`config.mk`:
```
export PLATFORM = sky130hd
export DESIGN_NAME = pll_reset_sequencer_flat
export DESIGN_NICKNAME = d
export VERILOG_FILES = /design/src/rtl/pll_reset_sequencer_if.sv /design/src/rtl/pll_reset_sequencer.sv /design/src/flat_wrapper.sv
export SDC_FILE = /design/constraint.sdc
export NUM_CORES = 1
export LEC_CHECK = 0
export ABC_AREA = 1
export BUFFER_PORTS_ARGS = -buffer_cell sky130_fd_sc_hd__buf_2
export CORE_MARGIN = 2
export CORE_UTILIZATION = 55
export CTS_BUF_LIST = sky130_fd_sc_hd__clkbuf_8
export CTS_CLUSTER_DIAMETER = 200
export DETAILED_ROUTE_END_ITERATION = 8
export PLACE_DENSITY = 0.72
export SYNTH_ARGS = -nofsm -noshare
export SYNTH_HDL_FRONTEND = slang
export SYNTH_SLANG_ARGS = --single-unit
```
`constraint.sdc`:
```
create_clock -name clkin -period 3.9 [get_ports clkin]
set_input_delay 0.585 -clock clkin [delete_from_list [all_inputs] [get_ports clkin]]
set_output_delay 0.585 -clock clkin [all_outputs]
set_load 0.05 [all_outputs]
```
`src/rtl/pll_reset_sequencer_if.sv`:
```
`default_nettype none
// ============================================================================
// Module   : pll_reset_sequencer_if
// Purpose  : PLL control/status bundle between the reset sequencer (master)
//            and the PLL / PLL-clocked consumers (slave).
// Revision : 1.0 - initial release
// ============================================================================
interface pll_reset_sequencer_if;
  logic       pll_lock;
  logic       pll_reset;
  logic       sys_rst;
  logic       ready;
  logic       lock_lost;
  logic [2:0] retry_cnt;
  logic       fault;

  modport master (
    input  pll_lock,
    output pll_reset, sys_rst, ready, lock_lost, retry_cnt, fault
  );

  modport slave (
    output pll_lock,
    input  pll_reset, sys_rst, ready, lock_lost, retry_cnt, fault
  );
endinterface
`default_nettype wire

```
`src/rtl/pll_reset_sequencer.sv`:
```
`default_nettype none
// ============================================================================
// Module   : pll_reset_sequencer
// Purpose  : Drives PLL RESET, qualifies LOCK, holds system/SDRAM reset until
//            lock is stable and the SDRAM power-up wait has elapsed. Retries
//            on lock timeout and latches FAULT after MAX_RETRY failures.
// Revision : 1.0 - initial release
// ============================================================================
module pll_reset_sequencer #(
  parameter int unsigned PLL_RST_CYCLES      = 16,
  parameter int unsigned LOCK_STABLE_CYCLES  = 1024,
  parameter int unsigned LOCK_TIMEOUT_CYCLES = 50000,
  parameter int unsigned INIT_WAIT_CYCLES    = 10000,
  parameter int unsigned MAX_RETRY           = 7
) (
  input  wire logic               clkin,
  input  wire logic               rst,
  pll_reset_sequencer_if.master   bus
);

  localparam int unsigned C_MAX_AB  = (PLL_RST_CYCLES > LOCK_STABLE_CYCLES) ?
                                      PLL_RST_CYCLES : LOCK_STABLE_CYCLES;
  localparam int unsigned C_MAX_CD  = (LOCK_TIMEOUT_CYCLES > INIT_WAIT_CYCLES) ?
                                      LOCK_TIMEOUT_CYCLES : INIT_WAIT_CYCLES;
  localparam int unsigned C_MAX_ALL = (C_MAX_AB > C_MAX_CD) ? C_MAX_AB : C_MAX_CD;
  localparam int unsigned CW        = $clog2(C_MAX_ALL) + 1;

  localparam logic [CW-1:0] C_RST_LAST  = CW'(PLL_RST_CYCLES - 1);
  localparam logic [CW-1:0] C_STAB_LAST = CW'(LOCK_STABLE_CYCLES - 1);
  localparam logic [CW-1:0] C_TMO_LAST  = CW'(LOCK_TIMEOUT_CYCLES - 1);
  localparam logic [CW-1:0] C_INIT_LAST = CW'(INIT_WAIT_CYCLES - 1);
  localparam logic [2:0]    C_MAX_RETRY = 3'(MAX_RETRY);

  typedef enum logic [2:0] {
    ST_PLLRST   = 3'd0,
    ST_WAITLOCK = 3'd1,
    ST_INITWAIT = 3'd2,
    ST_RUN      = 3'd3,
    ST_FAULT    = 3'd4
  } state_t;

  state_t        r_state;
  logic [1:0]    r_sync;
  logic [CW-1:0] r_cnt;
  logic [CW-1:0] r_stab;
  logic [CW-1:0] r_tmo;
  logic [2:0]    r_retry;
  logic          r_lost;

  logic          w_lock_sync;
  logic [2:0]    w_retry_inc;

  assign w_lock_sync = r_sync[1];
  assign w_retry_inc = r_retry + 3'd1;

  // Counters stick at all-ones instead of wrapping.
  function automatic logic [CW-1:0] sat_inc(input logic [CW-1:0] v);
    return (v == {CW{1'b1}}) ? v : v + CW'(1);
  endfunction

  // Two-flop synchroniser for the asynchronous LOCK pin.
  always_ff @(posedge clkin) begin
    if (rst) begin
      r_sync <= 2'b00;
    end else begin
      r_sync <= {r_sync[0], bus.pll_lock};
    end
  end

  // Sequencer: every transition clears all three counters so each state starts counting from zero.
  always_ff @(posedge clkin) begin
    if (rst) begin
      r_state <= ST_PLLRST;
      r_cnt   <= '0;
      r_stab  <= '0;
      r_tmo   <= '0;
      r_retry <= 3'd0;
      r_lost  <= 1'b0;
    end else begin
      r_lost <= 1'b0;
      case (r_state)
        ST_PLLRST: begin
          if (r_cnt == C_RST_LAST) begin
            r_state <= ST_WAITLOCK;
            r_cnt   <= '0;
            r_stab  <= '0;
            r_tmo   <= '0;
          end else begin
            r_cnt <= sat_inc(r_cnt);
          end
        end
        ST_WAITLOCK: begin
          r_tmo  <= sat_inc(r_tmo);
          r_stab <= w_lock_sync ? sat_inc(r_stab) : '0;
          // Stable lock takes priority over a coincident timeout.
          if (w_lock_sync && (r_stab == C_STAB_LAST)) begin
            r_state <= ST_INITWAIT;
            r_cnt   <= '0;
            r_stab  <= '0;
            r_tmo   <= '0;
          end else if (r_tmo == C_TMO_LAST) begin
            r_retry <= w_retry_inc;
            r_state <= (w_retry_inc == C_MAX_RETRY) ? ST_FAULT : ST_PLLRST;
            r_cnt   <= '0;
            r_stab  <= '0;
            r_tmo   <= '0;
          end
        end
        ST_INITWAIT: begin
          if (!w_lock_sync) begin
            r_state <= ST_PLLRST;
            r_lost  <= 1'b1;
            r_cnt   <= '0;
            r_stab  <= '0;
            r_tmo   <= '0;
          end else if (r_cnt == C_INIT_LAST) begin
            r_state <= ST_RUN;
            r_retry <= 3'd0;
            r_cnt   <= '0;
            r_stab  <= '0;
            r_tmo   <= '0;
          end else begin
            r_cnt <= sat_inc(r_cnt);
          end
        end
        ST_RUN: begin
          if (!w_lock_sync) begin
            r_state <= ST_PLLRST;
            r_lost  <= 1'b1;
            r_cnt   <= '0;
            r_stab  <= '0;
            r_tmo   <= '0;
          end
        end
        ST_FAULT: begin
          r_state <= ST_FAULT;
        end
        default: begin
          r_state <= ST_PLLRST;
          r_cnt   <= '0;
          r_stab  <= '0;
          r_tmo   <= '0;
        end
      endcase
    end
  end

  // Moore outputs decoded straight from the state register.
  assign bus.pll_reset = (r_state == ST_PLLRST);
  assign bus.sys_rst   = (r_state != ST_RUN);
  assign bus.ready     = (r_state == ST_RUN);
  assign bus.fault     = (r_state == ST_FAULT);
  assign bus.lock_lost = r_lost;
  assign bus.retry_cnt = r_retry;

endmodule
`default_nettype wire

```
`src/flat_wrapper.sv`:
```
// flat-port wrapper written by rule: the top's interface ports become plain ports
module pll_reset_sequencer_flat 
#(
  parameter int unsigned PLL_RST_CYCLES      = 16,
  parameter int unsigned LOCK_STABLE_CYCLES  = 1024,
  parameter int unsigned LOCK_TIMEOUT_CYCLES = 50000,
  parameter int unsigned INIT_WAIT_CYCLES    = 10000,
  parameter int unsigned MAX_RETRY           = 7
)
  (clkin, rst, bus_pll_lock, bus_pll_reset, bus_sys_rst, bus_ready, bus_lock_lost, bus_retry_cnt, bus_fault);
  pll_reset_sequencer_if bus_i ();
  input  wire logic clkin;
  input  wire logic rst;
  input wire logic [$bits(bus_i.pll_lock)-1:0] bus_pll_lock;
  output wire logic [$bits(bus_i.pll_reset)-1:0] bus_pll_reset;
  output wire logic [$bits(bus_i.sys_rst)-1:0] bus_sys_rst;
  output wire logic [$bits(bus_i.ready)-1:0] bus_ready;
  output wire logic [$bits(bus_i.lock_lost)-1:0] bus_lock_lost;
  output wire logic [$bits(bus_i.retry_cnt)-1:0] bus_retry_cnt;
  output wire logic [$bits(bus_i.fault)-1:0] bus_fault;
  assign bus_i.pll_lock = bus_pll_lock;
  assign bus_pll_reset = bus_i.pll_reset;
  assign bus_sys_rst = bus_i.sys_rst;
  assign bus_ready = bus_i.ready;
  assign bus_lock_lost = bus_i.lock_lost;
  assign bus_retry_cnt = bus_i.retry_cnt;
  assign bus_fault = bus_i.fault;
  pll_reset_sequencer #(.PLL_RST_CYCLES(PLL_RST_CYCLES), .LOCK_STABLE_CYCLES(LOCK_STABLE_CYCLES), .LOCK_TIMEOUT_CYCLES(LOCK_TIMEOUT_CYCLES), .INIT_WAIT_CYCLES(INIT_WAIT_CYCLES), .MAX_RETRY(MAX_RETRY)) u_core (.clkin(clkin), .rst(rst), .bus(bus_i));
endmodule
```
After elaboration in Yosys (flattened, before gate mapping)
Cells that the tools add are included.

storage, ports and cells
  word-level logic and storage cells = 80
  flip-flop bits (word level) = 60
  output and inout bits = 8
  bits of input ports = 3

operators by class
  bitwise logic cells = 2
  reduce and logical (&&, ||, !) cells = 10
  $add $sub $neg = 4
  equality and inequality tests = 23
  muxes and demuxes = 34

operators with widths
  operator                                          number
  2-to-1 mux 17 bit                                 17
  case mux 17 bit (5 select lines)                  3
  adder 17 x 1 -> 17 bit (second input constant)    3
  == test 17 bit (second input constant)            3
  2-to-1 mux 3 bit                                  11
  == test 17 x 10 -> 1 bit (second input constant)  1
  == test 17 x 14 -> 1 bit (second input constant)  1
  == test 17 x 16 -> 1 bit (second input constant)  1
  == test 17 x 4 -> 1 bit (second input constant)   1
  case mux 3 bit (5 select lines)                   1
  AND reduction 5 bit                               3
  != test 2 x 1 -> 1 bit (second input constant)    4
  == test 3 x 2 -> 1 bit (second input constant)    2
  == test 3 bit (second input constant)             2
  case mux 3 bit (2 select lines)                   1
  != test 5 bit (second input constant)             1
  != test 2 bit (second input constant)             2
  != test 4 bit (second input constant)             1
  AND reduction 4 bit                               1
  OR reduction 2 bit                                2
  adder 3 x 1 -> 3 bit (second input constant)      1
  == test 3 x 1 -> 1 bit (second input constant)    1
  zero test 3 bit                                   1
  != test 3 x 1 -> 1 bit (second input constant)    1
  7 further kinds                                   8

Longest topological paths before layout
Gate-level depths: netlist of the first run.

  word-level depth = 6
  mapped depth = 14

Worst setup path before layout of the first run
No wires, ideal clock.

  path kind = reg-to-output
  from = register u_core.r_state[1]
  to = output bus_sys_rst
  data required time = 3.315 ns
  cell stages (with the launch flop) = 4
  arrival = 1.611 ns
  slack = 1.704 ns
  buffers on the path = 0
  cells stage by stage = dfxtp_1 > inv_2 > nor3_2 > inv_1

on the way
  word-level cells in the longest chain between the ends = 1

RTL lines
  element                 line                        RTL
  start, declared         pll_reset_sequencer.sv:42   state_t r_state;
  start signal, assigned  pll_reset_sequencer.sv:103  r_state <= (w_retry_inc == C_MAX_RETRY) ? ST_FAULT : ST_PLLRST;
  != test 3 x 2 -> 1 bit  pll_reset_sequencer.sv:150  assign bus.sys_rst = (r_state != ST_RUN);
  end, declared           flat_wrapper.sv:16          output wire logic [$bits(bus_i.sys_rst)-1:0] bus_sys_rst;

Every way passes these cells.

Worst setup path in the final report of the first run
  from = register u_core.r_tmo[0]
  to = register u_core.r_tmo[1]

on the way
  word-level cells in the longest chain between the ends = 5
  elaborated cells between the ends (all ways) = 9

RTL lines
  element                           line                        RTL
  start, declared                   pll_reset_sequencer.sv:46   logic [CW-1:0] r_tmo;
  start signal, assigned            pll_reset_sequencer.sv:93   r_tmo <= sat_inc(r_tmo);
  adder 17 x 1 -> 17 bit            pll_reset_sequencer.sv:58   return (v == {CW{1'b1}}) ? v : v + CW'(1);
  2-to-1 mux 17 bit                 pll_reset_sequencer.sv:58
  2-to-1 mux 17 bit                 pll_reset_sequencer.sv:101  end else if (r_tmo == C_TMO_LAST) begin
  2-to-1 mux 17 bit                 pll_reset_sequencer.sv:96   if (w_lock_sync && (r_stab == C_STAB_LAST)) begin
  case mux 17 bit (5 select lines)  pll_reset_sequencer.sv:81   case (r_state)

Parallel ways exist; a longest one is shown, timed or not. The select of a mux whose other input is x is not followed.
A chain may end at the register's enable or synchronous reset.

==> results.txt, run 1 <==
* Clock group share of total power: 0.307
* Total global routing overflow: 0
- Post-synthesis cell area: 4180 um2
- After the last flow step, the layout net total stands at 701.
- Largest family of logic cells by synthesized area: simple AND/OR/NAND/NOR gates
- Part of the total power dissipated in combinational logic: 0.323
- Min Clock Period, post-route: 2.41 ns
- Of the total synthesized cell area, the portion taken by XOR and XNOR cells is 0.0336.
- The count of endpoints failing hold in the final timing report is 0.
* Total number of clock tree sinks: 60
- For this configuration, the core starts out at a cell density of 0.573.
* Fraction of the mapped netlist area in compound gates: 0.0647
- Largest fanout on the critical path: 18
- Setup repair after global routing missed its margin: false
- Leaving out fill and tap cells, the most frequent cells in the layout are sky130_fd_sc_hd__nand2_1, sky130_fd_sc_hd__nor2_1, sky130_fd_sc_hd__inv_1.
* Number of flip-flops and latches in the synthesized netlist: 60
- The number of placed instances, taps included, is 779.
- Post-synthesis sequential area ratio: 0.288
- Once detailed placement completed, the half-perimeter wirelength came to 7.88 mm.
- After the flow finishes, the layout carries non-filler instances totaling 795.
* Number of gates resized after cts: 0
- Most common cell after layout, fill and taps aside: sky130_fd_sc_hd__nand2_1
- Buffers inserted during post-CTS setup optimization: 0
- Routed length per placed instance: 13.8 um
* Number of library cell types mapped by synthesis: 38
* Number of antenna violations at the first check in global routing: 0
- Pin count of the biggest net entering global routing: 24
* Gate count after technology mapping: 683
* I/O Buffers: 10
- The number of max-slew violations in the final report is 0.
* Number of setup violations in the final report: 0
- Detailed routing inserted a total of 4330 vias.
* Worst relative slew slack: 0.479
- Internal power comes to 0.00123 W.
- Post-Synth Simple-Gate Area: 0.497
* Post-Route WL: 10.9 mm
* Clock-pin slew on the worst setup and hold paths: 0.08 ns
* Antenna-violating nets left: 0
* Highest ir drop seen on vdd: 0.000231 V
* GRT Total Usage: 0.274
- First-pass GRT wire length: 18.8 mm
* Leakage component of the power: 1.84 nW
- The die covers 8310 um2.
* I/O pin cnt: 11
- At the later pin of the worst-skew pair, clock insertion delay measures 0.34 ns.
* Maximum clock insertion buffer count: 2
- The number of hold buffers added after CTS was 0.
* Detailed-routing iteration count for the pre-antenna-repair pass: 5
* Post-synthesis mux area share: 0
- Hold Crit Class: reg -> reg
- Yosys printed 0 warnings.
* Fmax achieved: 0.414 GHz
- Summed over all nets, the switching power comes to 0.000821 W.
* Category of the worst setup path launch point: flop
- Required time of the worst setup path: 4.17 ns
- Share of power burned in registers: 0.370
- The repair_antennas step left the layout with diodes totalling 0.
* Core Footprint: 7290 um2
* Horizontal extent of the die: 91.1 um
- Across the run, the number of max-cap violations was 0.
- In the final layout, the share of cells above drive strength 1 is 0.101.
- H-Tree Level Count: 3
- The critical path is of the reg -> reg type.
- Outcome: completed
- Pwr dens: 455 nW/um2
* Vias in the first global route: 4044
* Setup Total Neg Slack: 0 ns
- STA puts the critical path data arrival time at 2.68 ns.
- The worst setup path is captured at a flop.
- Die height: 91.1 um
- Switching fraction of total power: 0.401
* Mean Syn Cell Area: 6.11 um2
* Final worst-path cycle share: 0.619
* Via/cell ratio: 5.45
* Area overhead of the layout relative to synthesis: 7.79%
* Weighted congestion reported at the end of routability-driven placement: 0.943
- Final worst clock skew: 0.00991 ns
- Clock tree synthesis selected as its root buffer the cell sky130_fd_sc_hd__clkbuf_8.
- The floorplan has 31 rows.
- The number of nets in the synthesized netlist is 693.
- Of the total synthesized cell area, the portion taken by full adders, half adders and majority gates is 0.0210.
- Worst-margin pin slew: 0.781 ns
* Number of design rule violations left after detail routing: 0
* Total clock buffers created by CTS: 9
- After the first detailed-routing iteration, the DRC count stood at 244.
- TritonCTS built the clock tree.
power groups by stage:
stage,Combinational (W),Sequential (W),Clock [W]
floorplan,0.000497,0.000800,0
global placement,0.000652,0.000767,0
detailed placement,0.000659,0.000772,0
CTS,0.000660,0.000758,0.000640
global route,0.000736,0.000769,0.000670
finish,0.000662,0.000759,0.000629
per-stage QoR:
stage / utilization / hold WS, ns / setup WS, ns / total power, W / area, um2
2_1_floorplan: - / 0.388 / 1.70 / 0.00130 / 4180
3_3_place_gp: 0.588 / 0.391 / 1.60 / 0.00142 / 4290
3_5_place_dp: 0.588 / 0.403 / 1.52 / 0.00143 / 4290
4_1_cts: 0.617 / 0.414 / 1.50 / 0.00206 / 4500
5_1_grt: 0.617 / 0.460 / 1.19 / 0.00218 / 4500
6_report: 0.617 / 0.412 / 1.49 / 0.00205 / 4500
layer usage:
layer / up-vias / part of all wire / wire, um / track usage
li1: 2221 / - / - / -
met1: 1949 / 0.45 / 4920 / 0.351
met2: 142 / 0.48 / 5250 / 0.473
met3: 18 / 0.054 / 588 / 0.0365
met4: 0 / 0.016 / 174 / 0.0934
met5: - / 0 / 0 / 0
Yosys cell counts, drive strengths merged:
library cell	n	area (um2)
a211oi	1	7.51
a21oi	31	155
and2	1	6.26
and3	1	6.26
buf	8	57.6
clkbuf	8	30.0
clkinv	1	5.00
dfxtp	60	1200
ha	7	87.6
inv	80	310
nand2	209	836
nand3	74	405
nand3b	2	15.0
nand4	20	125
nor2	105	437
nor3	29	160
nor3b	3	27.5
nor4	6	37.5
o211ai	4	30.0
o21ai	11	55.1
o21bai	3	22.5
or2	3	18.8
xnor2	3	26.3
xor2	13	114
layout make-up:
class	instances	area, um2
inverter	81	315
sequential	60	1200
clock inverter	6	78.8
fill	749	2790
clock buffer	10	138
multi-input combinational	526	2570
timing repair buffer	13	72.6
tap	99	124
worst paths after layout:
check | from | endpoint | slack, ns | cells after the start
setup / recovery | u_core.r_tmo[0]$_SDFFE_PP0P_ | u_core.r_tmo[1]$_SDFFE_PP0P_ | 1.49 | 12
hold / removal | u_core.r_sync[0]$_SDFF_PP0_ | u_core.r_sync[1]$_SDFF_PP0_ | 0.41 | 2
setup reg to reg | u_core.r_tmo[0]$_SDFFE_PP0P_ | u_core.r_tmo[1]$_SDFFE_PP0P_ | 1.49 | 12
hold reg to reg | u_core.r_sync[0]$_SDFF_PP0_ | u_core.r_sync[1]$_SDFF_PP0_ | 0.41 | 2
state kept, by name (all words and copies together) (netlist names):
signal,flops
u_core.bus.lock_lost,1
u_core.bus.retry_cnt,3
u_core.r_cnt,17
u_core.r_stab,17
u_core.r_state,3
u_core.r_sync,2
u_core.r_tmo,17
critical path: stages (launching register included):
cell and delay [ns]:
sky130_fd_sc_hd__dfxtp_1 0.41, sky130_fd_sc_hd__ha_1 0.24, sky130_fd_sc_hd__nand2_1 0.08, sky130_fd_sc_hd__nor3_1 0.41
sky130_fd_sc_hd__nand3_1 0.17, sky130_fd_sc_hd__nor4_1 0.24, sky130_fd_sc_hd__ha_1 0.25, sky130_fd_sc_hd__nand2_4 0.09
sky130_fd_sc_hd__nand2_8 0.15, sky130_fd_sc_hd__inv_6 0.09, sky130_fd_sc_hd__nand2_1 0.07, sky130_fd_sc_hd__nand2_1 0.05
sky130_fd_sc_hd__nor2_1 0.10
kinds of logic (layout without fill, tap and decap cells):
group           count (synthesis)  count (layout)
buf+inv                        97             110
flops                          60              60
simple gates                  453             453
fa+ha+maj                       7               7
compound gates                 50              50
xor+xnor                       16              16
No activity file was read; power rests on OpenSTA's default activity.
==> inputs of run 2 (changes only) <==
ABC_AREA = 0   (was 1)
PLACE_DENSITY = 0.75   (was 0.72)
clock period = 2 ns   (was 3.9 ns; I/O delays follow)
==> run 2 against run 1 <==
Via count rose by 19%. Sequential power rose by 59%. Area after synthesis fell by 20%. The flow now finishes with violations (DRC, setup timing). Die area fell by 19%. Non-clock buffer count rose by 147.
==> results.txt, run 2 <==
* Max-Cap Viols: 0 (unchanged)
- The run finished, with violations left.
* Clock-pin slew on the worst setup and hold paths: 0.07 ns (about the same)
- Number of design rule violations left after detail routing: 51 (+51)
- CTS tree: yes
- Number of hold buffers added after cts: 0 (unchanged)
- Largest fanout on the critical path: 6 (-12)
- Slowest stage delay, CP: 0.59 ns (+0.18 ns)
- The flip-flop and latch count after synthesis is 60 (unchanged).
- Final Hold Fails: 0 (unchanged)
- Setup repair after global routing could not meet its margin everywhere.
* Placed instance count: 579 (-26%)
- Share of the core filled with cells: 0.943 (+0.326)
- Number of standard cells in the layout, taps in and fillers out: 643 (-19%)
- The switching share of total power was 0.262 (-0.138).
* Gate count after technology mapping: 406 (-41%)
- The number of global-route vias before repair was 4017 (-0.67%).
- Part of the total power dissipated in combinational logic: 0.047 (-0.276)
- Core Footprint: 5890 um2 (-19%)
- The maximum buffer depth of the clock tree was 2 (unchanged).
* Clock group share of total power: 0.463 (+0.156)
- By area, the combinational part of the netlist is dominated by simple AND/OR/NAND/NOR gates.
* Post-synthesis cell area: 3330 um2 (-20%)
- Fraction of the mapped netlist area in compound gates: 0.221 (+0.156)
- Start-to-end type of the worst setup path: reg -> reg
* Number of antenna violations at the first check in global routing: 1 (+1)
- Top cell type's share of synthesized area: 0.361 (+0.0732)
* Violated checks: DRC, setup timing
- First-pass GRT wire length: 19.8 mm (+5.1%)
- The cell-internal power came to 0.00182 W (+48%).
* Clock latency on the worst-skew pair: 0.39 ns (+0.05 ns)
- Detailed-routing iteration count for the pre-antenna-repair pass: 9 (+4)
- Synthesized-area fraction occupied by adder cells: 0.0263 (+0.00534)
- The synthesized design spends more area on one cell type than any other, namely sky130_fd_sc_hd__dfxtp_1.
- H-Tree Level Count: 3 (unchanged)
- Most frequent cells in the layout: sky130_fd_sc_hd__buf_4, sky130_fd_sc_hd__dfxtp_1, sky130_fd_sc_hd__buf_6
* Antenna-violating nets left: 0 (unchanged)
* Final max-slew violation count: 0 (unchanged)
- Pin count of the biggest net entering global routing: 32 (+33%)
* Cell chosen for the clock root: sky130_fd_sc_hd__clkbuf_8
- Capturing element type of the critical path: flop
* Post-Route WL: 19.6 mm (+79%)
* Fmax achieved: 0.352 GHz (-15%)
- The most used flip-flop cell after synthesis is sky130_fd_sc_hd__dfxtp_1.
* Share of power burned in registers: 0.490 (+0.120)
- Routed length per placed instance: 30.4 um (+120%)
- Compared with the post-synthesis result, the final layout area differs by 66.7%.
* Cell types with the highest counts after synthesis: sky130_fd_sc_hd__dfxtp_1, sky130_fd_sc_hd__nand2_1, sky130_fd_sc_hd__a21oi_1, sky130_fd_sc_hd__nor2_1, sky130_fd_sc_hd__o21ai_0
* Worst-margin pin slew: 0.736 ns (-0.0450 ns)
* Final worst-path cycle share: 1.42 (+0.800)
- Post-synthesis sequential area ratio: 0.361 (+0.0732)
* Total global routing overflow: 0 (unchanged)
* CP max-delay cell: sky130_fd_sc_hd__nor4b_4
- The number of enable flip-flop cells after synthesis came to 0 (unchanged).
- Sw Pwr: 0.000647 W (-21%)
* Worst relative slew slack: 0.507 (+0.0279)
- Die height: 81.8 um (-10%)
- Post-synthesis mux area share: 0.00939 (+0.00939)
- The fill cell total of the finished layout came to 159 (-79%).
- The area enclosed by the die boundary was 6690 um2 (-19%).
- The signal on the critical path passes through buf_6, nor2_4, nor4b_4, buf_6, a31oi_4, buf_4, a311oi_2, buf_4, nand4b_1, a21oi_1.
- Yosys Warn Count: 0 (unchanged)
- The required time of the worst setup path came to 2.29 ns (-1.88 ns).
- Critical path data arrival time: 3.13 ns (+0.45 ns)
- The violation count after the first detailed-route iteration was 1114 (+360%).
- The XOR/XNOR share of the synthesized area is 0.0263 (-0.00725).
* Post-Synth Simple-Gate Area: 0.322 (-0.174)
- Most numerous cell in the Yosys netlist: sky130_fd_sc_hd__dfxtp_1
- The via-per-instance ratio was 7.99 (+47%).
* Min Clock Period, post-route: 2.84 ns (+0.424 ns)
- The tightest min-delay check is of the in -> reg type.
* Detailed-placement wirelength estimate: 7.08 mm (-10%)
- By area the synthesized netlist is led by sky130_fd_sc_hd__dfxtp_1, sky130_fd_sc_hd__a21oi_1, sky130_fd_sc_hd__nand2_1.
* Post-layout nets: 573 (-18%)
* Via count: 5136 (+19%)
* I/O pin cnt: 11 (unchanged)
- The library cell used most frequently in the layout, excluding fill and tap cells, is sky130_fd_sc_hd__buf_4.
- The static leakage is 2.17 nW (+18%).
* Weighted congestion reported at the end of routability-driven placement: 0.905 (-4.0%)
- Category of the worst setup path launch point: flop
* Final worst clock skew: 0.0174 ns (+0.00753 ns)
- The number of buffers inserted during clock tree synthesis was 9 (unchanged).
- The total routing resource utilization after global routing came to 0.393 (+0.119).
- Total number of clock tree sinks: 60 (unchanged)
- Standard-cell row count: 28 (-9.7%)
* Fin worst setup slack: -0.839 ns (-2.32 ns)
- The share of final-layout standard cells stronger than drive strength 1 is 0.573 (+0.473).
- Number of setup violations in the final report: 57 (+57)
* Horizontal extent of the die: 81.8 um (-10%)
* I/O Buffers: 10 (unchanged)
- Post-synthesis async set-or-reset flop share: 0 (unchanged)
* Pwr dens: 445 nW/um2 (-2.4%)
- The average cell area after synthesis came to 8.20 um2 (+34%).
- Highest ir drop seen on vdd: 0.000527 V (+130%)
* Setup Total Neg Slack: -29.99 ns (-29.99 ns)
* Syn nets: 416 (-40%)
* Effective utilization at floorplan: 0.566 (-0.00706)
* Number of library cell types mapped by synthesis: 64 (+68%)
* Largest regs: u_core.r_cnt (17), u_core.r_stab (17), u_core.r_tmo (17)
[run 2: area by class of cell]
cell class                      instances  area (um2)  area share
Timing Repair Buffer                  160        1310       0.236
Antenna cell                            1        2.50    0.000451
Inverter                               13        61.3      0.0110
Sequential cell                        60        1230       0.221
Clock inverter                          2        8.76     0.00158
Tap cell                               75        93.8      0.0169
Clock buffer                           13         179      0.0322
Multi-Input combinational cell        319        2670       0.481
[run 2: logic make-up (layout without fill, tap and decap cells)]
| group | count (synthesis) | in the layout |
|---|---|---|
| AND/OR/NAND/NOR | 189 | 189 |
| AO/OA/AOI/OAI | 110 | 110 |
| flip-flops | 60 | 60 |
| buffers and inverters | 27 | 188 |
| XOR/XNOR | 10 | 10 |
| adder cells (fa/ha/maj) | 7 | 7 |
| multiplexers | 3 | 3 |
| other | 0 | 1 |
[run 2: power by group through the flow]
stage | sequential (W) | combinational (W) | clock [W]
after floorplan | 0.00123 | 0.0000367 | 0
after global placement | 0.00123 | 0.0000676 | 0
after detailed placement | 0.00123 | 0.0000717 | 0
after CTS | 0.00121 | 0.0000868 | 0.00107
after global routing | 0.00121 | 0.000118 | 0.00117
final | 0.00121 | 0.000117 | 0.00114
[run 2: worst paths after layout]
check                                               startpoint                            end  slack, ns  cells after the start
worst max register to register  u_core.r_stab[10]$_SDFFE_PP0P_  u_core.r_tmo[15]$_SDFFE_PP0P_      -0.84                     10
worst min-delay path                              bus_pll_lock    u_core.r_sync[0]$_SDFF_PP0_       0.14                      2
worst min register to register     u_core.r_sync[0]$_SDFF_PP0_    u_core.r_sync[1]$_SDFF_PP0_       0.51                      1
worst max-delay path            u_core.r_stab[10]$_SDFFE_PP0P_  u_core.r_tmo[15]$_SDFFE_PP0P_      -0.84                     10
[run 2: worst max-delay path: cells and delay by family (launching register included)]
family | cells | cell delay, ns
buffers and inverters | 4 | 0.76
DFF | 1 | 0.34
and+or+nand+nor | 3 | 0.93
AOI/OAI and AO/OA | 3 | 0.73
[run 2: repair_timing]
item,in CTS,in global routing
setup endpoints to repair,50,57
resized for setup,77,102
pin swaps,67,46
buffers inserted,27,27
cloned,3,0
[run 2: through the flow]
step,worst slack (ns),cell area (um2),power (W),hold slack (ns)
after floorplan,-0.0974,3500,0.00127,0.414
after global placement,-0.201,4340,0.00130,0.418
after detailed placement,-0.332,4340,0.00130,0.478
after CTS,-0.172,5010,0.00236,0.157
after global routing,-0.992,5550,0.00250,0.179
final,-0.839,5550,0.00247,0.142
[run 2: metal layers]
metal / wire, um / share of wire / GRT usage
met1: 6160 / 0.32 / 0.450
met3: 3030 / 0.16 / 0.102
met4: 2470 / 0.13 / 0.277
met2: 7870 / 0.40 / 0.635
met5: 29 / 0.0015 / 0
==> inputs of run 3 (changes only) <==
MAX_ROUTING_LAYER = met4   (was not set)
==> run 3 against run 2 <==
The run ends with setup timing left. Final cell count is 2.2% lower. Wire length is 23% lower. Critical path depth is 3 higher. Sequential share of layout area is 0.87 points higher. Cell area is 3.9% lower. Global-route usage is 2.0 points lower. Utilization is 3.7 points lower. Clock power is 12% higher. Worst setup slack better by 0.38 ns.
==> results.txt, run 3 (synthesis results as in run 2) <==
* Number of antenna violations at the first check in global routing: 0 (-1)
- Iteration-0 DRC Markers: 522 (-53%)
* Fmax achieved: 0.407 GHz (+16%)
* Final Hold Fails: 0 (unchanged)
- The number of cells traversed by the worst register-to-register path is 13 (+3).
* Worst relative slew slack: 0.618 (+0.112)
- Required time of the worst setup path: 2.22 ns (-0.07 ns)
- The share of final-layout standard cells stronger than drive strength 1 is 0.525 (-0.0479).
* Total global routing overflow: 0 (unchanged)
* Antenna diodes: 0 (-1)
- The transition time at the pin with the least slew margin is 0.567 ns (-0.170 ns).
* GRT Total Usage: 0.373 (-0.0198)
- The final cell count without fillers came to 629 (-2.2%).
- CTS tree: yes
- The critical path arrival came to 2.68 ns (-0.45 ns).
* Final worst-path cycle share: 1.23 (-0.191)
* Post-Route WL: 15.0 mm (-23%)
- Most common cell after layout, fill and taps aside: sky130_fd_sc_hd__buf_4
* Total number of clock tree sinks: 60 (unchanged)
- The power per standard cell area came to 485 nW/um2 (+9.2%).
* Fin Hold WS: 0.143 ns (+0.00120 ns)
- Number of design rule violations left after detail routing: 0 (-100%)
* Pin count of the biggest net entering global routing: 32 (unchanged)
- Hold Crit Class: in -> reg
- Via/cell ratio: 7.10 (-11%)
* Total of fill cells in the finished design: 224 (+41%)
* Start-to-end type of the worst setup path: reg -> reg
- Max-Cap Viols: 0 (unchanged)
- Largest regs: u_core.r_cnt (17), u_core.r_stab (17), u_core.r_tmo (17)
* Detailed-routing iteration count for the pre-antenna-repair pass: 5 (-4)
* Number of setup violations in the final report: 56 (-1.8%)
* Cell chosen for the clock root: sky130_fd_sc_hd__clkbuf_8
* Outcome: complete, but fails checks
- Share of the core filled with cells: 0.906 (-0.0368)
* Category of the worst setup path launch point: flop
* Largest fanout on the critical path: 6 (unchanged)
- The final worst clock skew was 0.0106 ns (-0.00689 ns).
- The sum of net half-perimeters after detailed placement was 7.05 mm (-0.37%).
- Standard-cell row count: 28 (unchanged)
- Die height: 81.8 um (unchanged)
* Total clock buffers created by CTS: 9 (unchanged)
* Capturing element type of the critical path: flop
- Horizontal extent of the die: 81.8 um (unchanged)
- The critical path starts at u_core.r_stab[1]$_SDFFE_PP0P_.
- The total of buffers placed on input and output ports is 10 (unchanged).
- Die area: 6690 um2 (unchanged)
- Launch point of the worst hold path: bus_pll_lock
- The maximum buffer depth of the clock tree is 2 (unchanged).
* H-Tree Level Count: 3 (unchanged)
- The final estimated routing congestion in global placement came to 0.965 (+6.7%).
- The worst register-to-register path ends at u_core.r_stab[3]$_SDFFE_PP0P_.
- The total core area is 5890 um2 (unchanged).
* Fin worst setup slack: -0.456 ns (+0.382 ns)
- The checks that failed: setup timing.
- In this run the critical register-to-register path is launched from u_core.r_stab[1]$_SDFFE_PP0P_.
- The shortest period the worst path allows came to 2.46 ns (-0.382 ns).
* Highest ir drop seen on vdd: 0.000615 V (+17%)
- The wire length of the first global-routing pass is 18.5 mm (-6.4%).
- The static leakage is 2.05 nW (-5.6%).
- Area overhead of the layout relative to synthesis: 60.2%
- The number of global-route vias before repair came to 3912 (-2.6%).
* Via count: 4465 (-13%)
- The internal reg-to-reg setup slack is -0.46 ns (+0.38 ns).
- The remaining antenna violation count was 0 (unchanged).
* Post-layout nets: 559 (-2.4%)
* Placed instance count: 577 (-0.35%)
- The critical path ends at u_core.r_stab[3]$_SDFFE_PP0P_.
- Effective utilization at floorplan: 0.566 (unchanged)
- Clock-pin slew on the worst setup and hold paths: 0.07 ns (about the same)
* I/O pin cnt: 11 (unchanged)
- In the layout the commonest cells are sky130_fd_sc_hd__buf_4, sky130_fd_sc_hd__dfxtp_1, sky130_fd_sc_hd__nand2_1.
* Clock latency on the worst-skew pair: 0.36 ns (-0.03 ns)
- Setup repair after global routing missed its margin: true
- The number of max-slew violations in the final report is 0 (unchanged).
- The wire length per cell is 23.8 um (-22%).
## run 3: routing by layer
| metal | global-route usage | part of all wire |
|---|---|---|
| met3 | 0.101 | 0.11 |
| met2 | 0.637 | 0.46 |
| met4 | 0.145 | 0.072 |
| met5 | - | 0 |
| met1 | 0.414 | 0.36 |
## run 3: final cells by class
class | count | area, um2 | area share
Timing Repair Buffer | 146 | 1160 | 0.218
Clock inverter | 6 | 86.3 | 0.0162
Multi-Input combinational cell | 319 | 2570 | 0.481
Inverter | 13 | 61.3 | 0.0115
Sequential cell | 60 | 1230 | 0.230
Clock buffer | 10 | 138 | 0.0258
Tap cell | 75 | 93.8 | 0.0176
## run 3: worst max-delay path, cell delays in order (launching register included)
cell and delay [ns]:
sky130_fd_sc_hd__dfxtp_4 0.36, sky130_fd_sc_hd__ha_4 0.15, sky130_fd_sc_hd__nand3_4 0.11, sky130_fd_sc_hd__nor4_4 0.36, sky130_fd_sc_hd__nand3_2 0.17, sky130_fd_sc_hd__nor2_2 0.12, sky130_fd_sc_hd__ha_2 0.21, sky130_fd_sc_hd__buf_4 0.14
sky130_fd_sc_hd__buf_4 0.11, sky130_fd_sc_hd__buf_4 0.10, sky130_fd_sc_hd__buf_6 0.11, sky130_fd_sc_hd__nor3_1 0.06, sky130_fd_sc_hd__o21ai_1 0.19, sky130_fd_sc_hd__a21oi_1 0.13
## run 3: how the worst min path moves through the flow
stage,endpoint,slack [ns],depth (start not counted)
floorplan,u_core.r_sync[1]$_SDFF_PP0_,0.41,1
global placement,u_core.r_sync[1]$_SDFF_PP0_,0.42,1
detailed placement,u_core.r_sync[1]$_SDFF_PP0_,0.43,1
CTS,u_core.r_sync[0]$_SDFF_PP0_,0.15,2
global route,u_core.r_sync[0]$_SDFF_PP0_,0.16,2
finish,u_core.r_sync[0]$_SDFF_PP0_,0.14,2
## run 3: what timing repair did
action	4_1_cts	5_1_grt
endpoints found under the setup margin	50	57
setup buffers	23	17
pin swaps	47	57
resized for setup	75	63
hold buffers	0	0
cloned	3	0
## run 3: through the flow
stage                     worst slack [ns]  power [W]  setup TNS (ns)  cell area (um2)
final                               -0.456    0.00259          -14.87             5340
after global routing                -0.532    0.00264          -17.20             5340
after CTS                           -0.197    0.00256           -5.66             5000
after detailed placement            -0.274    0.00130           -8.82             4320
after global placement              -0.183    0.00130           -5.54             4320
after floorplan                    -0.0974    0.00127           -1.18             3500
## run 3: power breakdown
part	leakage, nW	switching, W	internal, W
combinational	1.44	0.0000634	0.0000447
clock	0.109	0.000542	0.000733
sequential	0.492	0.00000691	0.00120
